[src/rtl/snake_io_support.sv]
// snake_io_support: VGA clock divider, deglitched PS/2 receiver and 16-bit LFSR for the snake game.
// Build option PS2_BREAK_FILTER_EN swallows F0 break sequences and E0 prefixes.
module snake_io_support #(
  parameter int DIV = 4,
  parameter int FILTER_LEN = 8,
  parameter int IDLE_TIMEOUT = 50000,
  parameter logic [15:0] SEED = 16'hACE1
) (
  input  logic        clk,
  input  logic        rst,
  input  logic        ps2_clk,
  input  logic        ps2_data,
  output logic        clk_div_out,
  output logic [7:0]  key_code,
  output logic        key_valid,
  output logic [15:0] random_num
);
  localparam int CW = DIV > 2 ? $clog2(DIV / 2) : 1;
  localparam int FW = $clog2(FILTER_LEN + 1);
  localparam int TW = $clog2(IDLE_TIMEOUT + 1);
  localparam logic [15:0] SEED_OK = SEED == 16'h0000 ? 16'h0001 : SEED;
  localparam logic [1:0] IDLE = 2'd0, DATA = 2'd1, PARITY = 2'd2, STOP = 2'd3;
  logic [CW-1:0] div_cnt;
  logic [1:0] clk_sync, data_sync;
  logic [FW-1:0] flt_cnt;
  logic filt, fall;
  logic [1:0] state;
  logic [2:0] bit_cnt;
  logic [7:0] sh;
  logic par;
  logic [TW-1:0] tcnt;
  logic s_clk, s_data, good;
  assign s_clk = clk_sync[1];
  assign s_data = data_sync[1];
  assign good = s_data & (^sh ^ par);
  always_ff @(posedge clk)
    if (rst) begin
      div_cnt <= '0;
      clk_div_out <= 1'b0;
    end else if (div_cnt == CW'(DIV / 2 - 1)) begin
      div_cnt <= '0;
      clk_div_out <= ~clk_div_out;
    end else
      div_cnt <= div_cnt + CW'(1);
  // The filtered clock only moves after FILTER_LEN consecutive samples disagree with it.
  always_ff @(posedge clk)
    if (rst) begin
      clk_sync <= 2'b11;
      data_sync <= 2'b11;
      filt <= 1'b1;
      flt_cnt <= '0;
      fall <= 1'b0;
    end else begin
      clk_sync <= {clk_sync[0], ps2_clk};
      data_sync <= {data_sync[0], ps2_data};
      fall <= 1'b0;
      if (s_clk == filt)
        flt_cnt <= '0;
      else if (flt_cnt == FW'(FILTER_LEN - 1)) begin
        filt <= s_clk;
        flt_cnt <= '0;
        fall <= filt;
      end else
        flt_cnt <= flt_cnt + FW'(1);
    end
`ifdef PS2_BREAK_FILTER_EN
  logic brk;
`endif
  always_ff @(posedge clk)
    if (rst) begin
      state <= IDLE;
      bit_cnt <= '0;
      sh <= '0;
      par <= 1'b0;
      tcnt <= '0;
      key_code <= 8'h00;
      key_valid <= 1'b0;
`ifdef PS2_BREAK_FILTER_EN
      brk <= 1'b0;
`endif
    end else begin
      key_valid <= 1'b0;
      tcnt <= (state == IDLE || fall) ? '0 : tcnt + TW'(1);
      if (state != IDLE && !fall && tcnt == TW'(IDLE_TIMEOUT - 1))
        state <= IDLE;
      else if (fall)
        case (state)
          IDLE: begin
            state <= s_data ? IDLE : DATA;
            bit_cnt <= '0;
          end
          DATA: begin
            sh <= {s_data, sh[7:1]};
            bit_cnt <= bit_cnt + 3'd1;
            state <= bit_cnt == 3'd7 ? PARITY : DATA;
          end
          PARITY: begin
            par <= s_data;
            state <= STOP;
          end
          default: begin
            state <= IDLE;
`ifdef PS2_BREAK_FILTER_EN
            if (good) begin
              if (brk)
                brk <= 1'b0;
              else if (sh == 8'hF0)
                brk <= 1'b1;
              else if (sh != 8'hE0) begin
                key_code <= sh;
                key_valid <= 1'b1;
              end
            end
`else
            if (good) begin
              key_code <= sh;
              key_valid <= 1'b1;
            end
`endif
          end
        endcase
    end
  always_ff @(posedge clk)
    random_num <= rst ? SEED_OK : {random_num[14:0], random_num[15] ^ random_num[13] ^ random_num[12] ^ random_num[10]};
endmodule

[config.mk]
export PLATFORM = sky130hd
export DESIGN_NAME = snake_io_support
export DESIGN_NICKNAME = d
export VERILOG_FILES = /design/src/rtl/snake_io_support.sv
export SDC_FILE = /design/constraint.sdc
export NUM_CORES = 1
export LEC_CHECK = 0
export BUFFER_PORTS_ARGS = -buffer_cell sky130_fd_sc_hd__buf_4
export CELL_PAD_IN_SITES_DETAIL_PLACEMENT = 0
export CELL_PAD_IN_SITES_GLOBAL_PLACEMENT = 2
export CORE_MARGIN = 5
export CORE_UTILIZATION = 35
export CTS_CLUSTER_DIAMETER = 100
export DETAILED_ROUTE_END_ITERATION = 10
export PLACE_DENSITY_LB_ADDON = 0.1
export RECOVER_POWER = 25
export SLEW_MARGIN = 0
export SYNTH_ARGS = -nofsm -noshare
export SYNTH_HDL_FRONTEND = slang
export SYNTH_SLANG_ARGS = --single-unit
[constraint.sdc]
create_clock -name clk -period 4.2 [get_ports clk]
set_clock_uncertainty 0.15 [all_clocks]
set_input_delay 0.42 -clock clk [delete_from_list [all_inputs] [get_ports clk]]
set_output_delay 0.42 -clock clk [all_outputs]
set_load 0.02 [all_outputs]
# Yosys cells after proc, flatten, opt, wreduce, memory -nomap -nowiden
# Cells that the tools add are included.
word_totals:
  reg_bits: 67
  in_bits: 4
  out_inout_bits: 26
  word_cells: 61
op_classes:
  addsub: 4
  n_eq_ne: 6
  n_mux: 5
  n_bitwise: 11
  n_reduce_logical: 20
op_table:
  columns: ["operator", "count"]
  rows:
  - ["$add A16 B1 Y16 const B", 1]
  - ["$eq A16 B16 Y1 const B", 1]
  - ["$reduce_and A3 Y1", 3]
  - ["$reduce_or A3 Y1", 3]
  - ["$reduce_xor A8 Y1", 1]
  - ["$not A1 Y1", 6]
  - ["$pmux W2 S3", 1]
  - ["$pmux W3 S2", 1]
  - ["$reduce_or A2 Y1", 3]
  - ["$reduce_or A6 Y1", 1]
  - ["$add A4 B1 Y4 const B", 1]
  - ["$eq A4 B3 Y1 const B", 1]
  - ["$reduce_and A4 Y1", 1]
  - ["$reduce_bool A2 Y1", 2]
  - ["$xor A1 B1 Y1", 4]
  - ["$add A3 B1 Y3 const B", 1]
  - ["$eq A3 B3 Y1 const B", 1]
  - ["$eq A2 B1 Y1 const B", 1]
  - ["$eq A2 B2 Y1 const B", 1]
  - ["$logic_and A1 B1 Y1", 2]
  - ["$logic_not A2 Y1", 1]
  - ["$mux W1", 2]
  - ["$mux W2", 1]
  - ["$reduce_and A2 Y1", 1]
  - ["other kinds (5)", 5]

# Longest topological paths before layout
depth:
  word_depth: 5
  ltp_mapped: 6
  mapped_depth_nobuf: 6

# Least setup slack after synthesis
# Ideal clock, no wire load.
synth_path:
  kind: "reg-to-reg"
  startpoint: "reg sh[3]"
  endpoint: "reg key_code[0]"
  setup_time_ps: 72
  arrival_ps: 1613
  required_time_ps: 3978
  slack_ps: 2365
  stages_incl_launch_ff: 5
  n_path_buf: 0
  synth_period_minus_slack_ps: 1835
  path_cell_list: "dfxtp_1 xor3_1 or2_2 mux2i_4 mux2i_1"
synth_via:
  elab_chain_len: 4
synth_rtl:
  columns: ["element", "line", "rtl"]
  rows:
  - ["start: declaration", "29", "logic [7:0] sh;"]
  - ["start signal: assignment", "93", "sh <= {s_data, sh[7:1]};"]
  - ["$reduce_xor A8 Y1", "35", "assign good = s_data & (^sh ^ par);"]
  - ["$xor A1 B1 Y1", "35", null]
  - ["$and A1 B1 Y1", "35", null]
  - ["$reduce_and A4 Y1 (no source line)", null, null]
  - ["end signal: assignment", "116", "key_code <= sh;"]
  - ["end: declaration", "14", "output logic [7:0] key_code,"]
# No other way between the ends.
# A chain may end at the register's enable or synchronous reset.

# Final worst setup path
layout_path:
  startpoint: "in rst"
  endpoint: "reg tcnt[9]"
layout_via:
  elab_chain_len: 1
layout_rtl:
  columns: ["element", "line", "rtl"]
  rows:
  - ["start: declaration", "10", "input logic rst,"]
  - ["$reduce_or A2 Y1 (no source line)", null, null]
  - ["end signal: assignment", "83", "tcnt <= (state == IDLE || fall) ? '0 : tcnt + TW'(1);"]
  - ["end: declaration", "31", "logic [TW-1:0] tcnt;"]
# No other way between the ends.

==> flow_metrics.env <==
export IMPL_run_status="finished with violations"
export IMPL_failed_checks="capacitance limit, slew limit"
export IMPL_timing_critical_path_from_type="input pin"
export IMPL_layout_min_cycle_time_ps=2604
export IMPL_synthToLayoutAreaGrowth_pct=19.04
export IMPL_nets=316
export IMPL_final_layout_size_suffix_gt1_share_pct=19.42
export IMPL_postCtsSetupRepairBufs=0
export IMPL_grt_usage_pct=11.03
export IMPL_io_pin_count=30
export IMPL_rsz0062_at_grt="no"
export IMPL_criticalPathCategory="in -> reg"
export IMPL_critical_path_maximum_fanout=57
export IMPL_critical_path_buf_inv_count=1
export IMPL_numCtsBuffers=9
export IMPL_cts_htree_levels=3
export IMPL_power_leakage_nw=1.148
export IMPL_design_die_area_um2=9408
export IMPL_final_antenna_net_count=0
export IMPL_cts_tree="done"
export IMPL_worst_ir_drop_vdd_v=0.0001945
export IMPL_first_global_vias=1808
export IMPL_clk_latency_ps=340
export IMPL_number_of_flops_mapped_to_enable_cells_by_yosys=0
export IMPL_timing_final_setup_violations=0
export IMPL_drtPass1Iterations=4
export IMPL_grt_pass1_wl_um=8424
export IMPL_worst_endpoint_arrival_ps=2660
export IMPL_max_clock_freq_mhz=384.0
export IMPL_synth_area_um2=2649
export IMPL_dr_total_vias=1850
export IMPL_grt_overflow_total=0
export IMPL_drt_iter0_markers=50
export IMPL_max_slew_margin_pct=-43.06
export IMPL_ff2ff_setup_slack_ps=2210
export IMPL_clock_sinks=67
export IMPL_worstSetupEndpointType="register"
export IMPL_post_synth_cell_area_avg_um2=9.667
export IMPL_timing_critical_path_slowest_stage_cell="clkbuf_1"
export IMPL_initial_core_util_pct=36.32
export IMPL_synth_ff_latch_count=67
export IMPL_worst_endpoint_required_ps=4260
export IMPL_synth_sequential_area_ratio_pct=50.64
export IMPL_synthCells=274
export IMPL_clk_path_buf_depth=2
export IMPL_reg_clk_slew_reported_paths_ps=70
export IMPL_wl_per_cell_um=11.90
export IMPL_buffer_ports_inserted=29
export IMPL_maxCapViolCount=1
export IMPL_antenna_found_initial=0
export IMPL_detail_route_wirelength_um=4856
export IMPL_cpPeakStageDelay_ps=1500
export IMPL_hold_class="in -> reg"
export IMPL_tns_ps=0
export IMPL_worst_hold_slack_ps=112.5
export IMPL_core_um2=7292
export IMPL_die_width_um=97.00
export IMPL_largest_net_degree_at_the_start_of_global_routing=58
export IMPL_postCtsHoldBufs=0
export IMPL_power_per_cell_area_nw_per_um2=399.6
export IMPL_yosys_warnings=0
export IMPL_critPathTopFamily="buffers and inverters"
export IMPL_globalplace_congestion=0.6952
export IMPL_dp_hpwl_um=3176
export IMPL_num_rows=31
export IMPL_post_cts_resize_count=0
export IMPL_final_min_period_over_clock_period_pct=62.01
export IMPL_worst_pin_slew_ps=2146
export IMPL_post_route_drc_count=0
export IMPL_layout_filler_cells=776
export IMPL_timing_critical_path_cells="clkbuf_1 -> or3_1 -> nor2_1"
export IMPL_synth_main_ff_cell="dfxtp_1"
export IMPL_hold_viol=0
export IMPL_timing_max_transition_violations_final=58
export IMPL_die_y_um=97.00
export IMPL_synth_async_reset_ratio_pct=0
export IMPL_syn_nets=286
export IMPL_post_synth_num_cell_types=37
export IMPL_drt_vias_per_instance=4.534
export IMPL_clock_tree_root_cell="clkbuf_8"
export IMPL_antenna_diode_count=0
## cells in the mapped netlist (2+ instances only)
| library cell | number | share of area (%) |
|---|---|---|
| nor3_1 | 4 | 0.76 |
| xnor2_1 | 13 | 4.3 |
| a22oi_1 | 2 | 0.57 |
| nand3_1 | 7 | 1.3 |
| dfxtp_1 | 67 | 51 |
| nand4_1 | 3 | 0.71 |
| nor4_1 | 5 | 1.2 |
| clkbuf_1 | 10 | 1.4 |
| nand2_1 | 24 | 3.4 |
| xor2_1 | 9 | 3.0 |
| inv_1 | 9 | 1.3 |
| nor2b_1 | 8 | 1.9 |
| o21ai_0 | 4 | 0.76 |
| mux2i_1 | 8 | 3.0 |
| nor2_1 | 26 | 3.7 |
| or3_1 | 5 | 1.2 |
| a21oi_1 | 14 | 2.6 |
| nand2b_1 | 18 | 4.3 |
| ha_1 | 8 | 3.8 |
| or2_2 | 13 | 3.1 |
## routing by layer
layer / track usage [%] / up-vias / routed length [µm] / share of wire [%]
li1: - / 966 / - / -
met1: 14.23 / 848 / 2421 / 50
met2: 15.87 / 30 / 2100 / 43
met3: 5.468 / 6 / 268 / 5.5
met4: 3.888 / 0 / 65 / 1.3
met5: 0 / - / 0 / 0
## final cells by class
type                            count  area, µm²  share of cell area (%)
Clock buffer                       11      141.4                   4.484
Clock inverter                      5      62.56                   1.984
Inverter                            9      33.78                   1.071
Multi-Input combinational cell    188       1236                   39.21
Sequential cell                    67       1341                   42.54
Tap cell                           99      123.9                   3.929
Timing Repair Buffer               29      214.0                   6.786
## registers in the layout, summed over array words and instances, names as in the netlist
name,count
flt_cnt,4
bit_cnt,3
key_code,8
sh,8
tcnt,16
state,2
random_num,16
data_sync,2
div_cnt,1
key_valid,1
filt,1
fall,1
clk_sync,2
par,1
clk_div_out,1
## per-stage QoR
stage               util, %  instance area, µm²  setup WS, ps  std cells  power, mW
floorplan                 -                2649          2365        274     0.7105
global placement      40.49                2953          2239        392     0.7365
detailed placement    40.49                2953          2189        392     0.7371
CTS                   43.29                3157          2171        408      1.282
global route          43.24                3153          1256        408      1.317
finish                43.24                3153          1596        408      1.260
## logic make-up (layout without fill, tap and decap cells)
logic type | after synthesis | in the layout | share of synthesized area (%)
AOI/OAI and AO/OA | 25 | 25 | 5.669
xor gates and xnor gates | 24 | 24 | 9.069
adders and majority gates | 8 | 8 | 3.779
buffers and inverters | 19 | 54 | 2.693
DFF | 67 | 67 | 50.64
muxes | 9 | 9 | 3.873
and+or+nand+nor | 122 | 122 | 24.28
## cell usage in the layout (no fill, tap or decap), types with 2 or more instances in the layout
cell	count
a21oi_1	14
nor2b_1	8
clkbuf_8	10
o21ai_0	4
nand4_1	3
dfxtp_1	67
xor2_1	9
nor3_1	4
nor2_1	26
clkbuf_1	2
or3_1	5
nor4_1	5
nand2_1	24
ha_1	8
nand3_1	7
a22oi_1	2
clkinv_4	2
inv_1	9
xnor2_1	13
buf_4	28
nand2b_1	18
or2_2	13
clkinvlp_4	2
mux2i_1	8
## path summary, 6_finish.rpt
check        cells after the start              startpoint                  endpoint
min                              2                ps2_data   data_sync[0]$_SDFF_PP1_
min reg2reg                      1  clk_sync[0]$_SDFF_PP1_    clk_sync[1]$_SDFF_PP1_
max reg2reg                      4      sh[3]$_SDFFE_PP0P_  key_code[1]$_SDFFE_PP0P_
max                              3                     rst        tcnt[9]$_SDFF_PP0_
## power by group
| part | switching, mW | leakage, nW | internal (mW) |
|---|---|---|---|
| Sequential | 0.00858 | 0.546 | 0.650 |
| Combinational | 0.0327 | 0.507 | 0.0301 |
| Clock | 0.246 | 0.0957 | 0.292 |
| Total | 0.288 | 1.15 | 0.972 |
(Power assumes the default switching activity.)
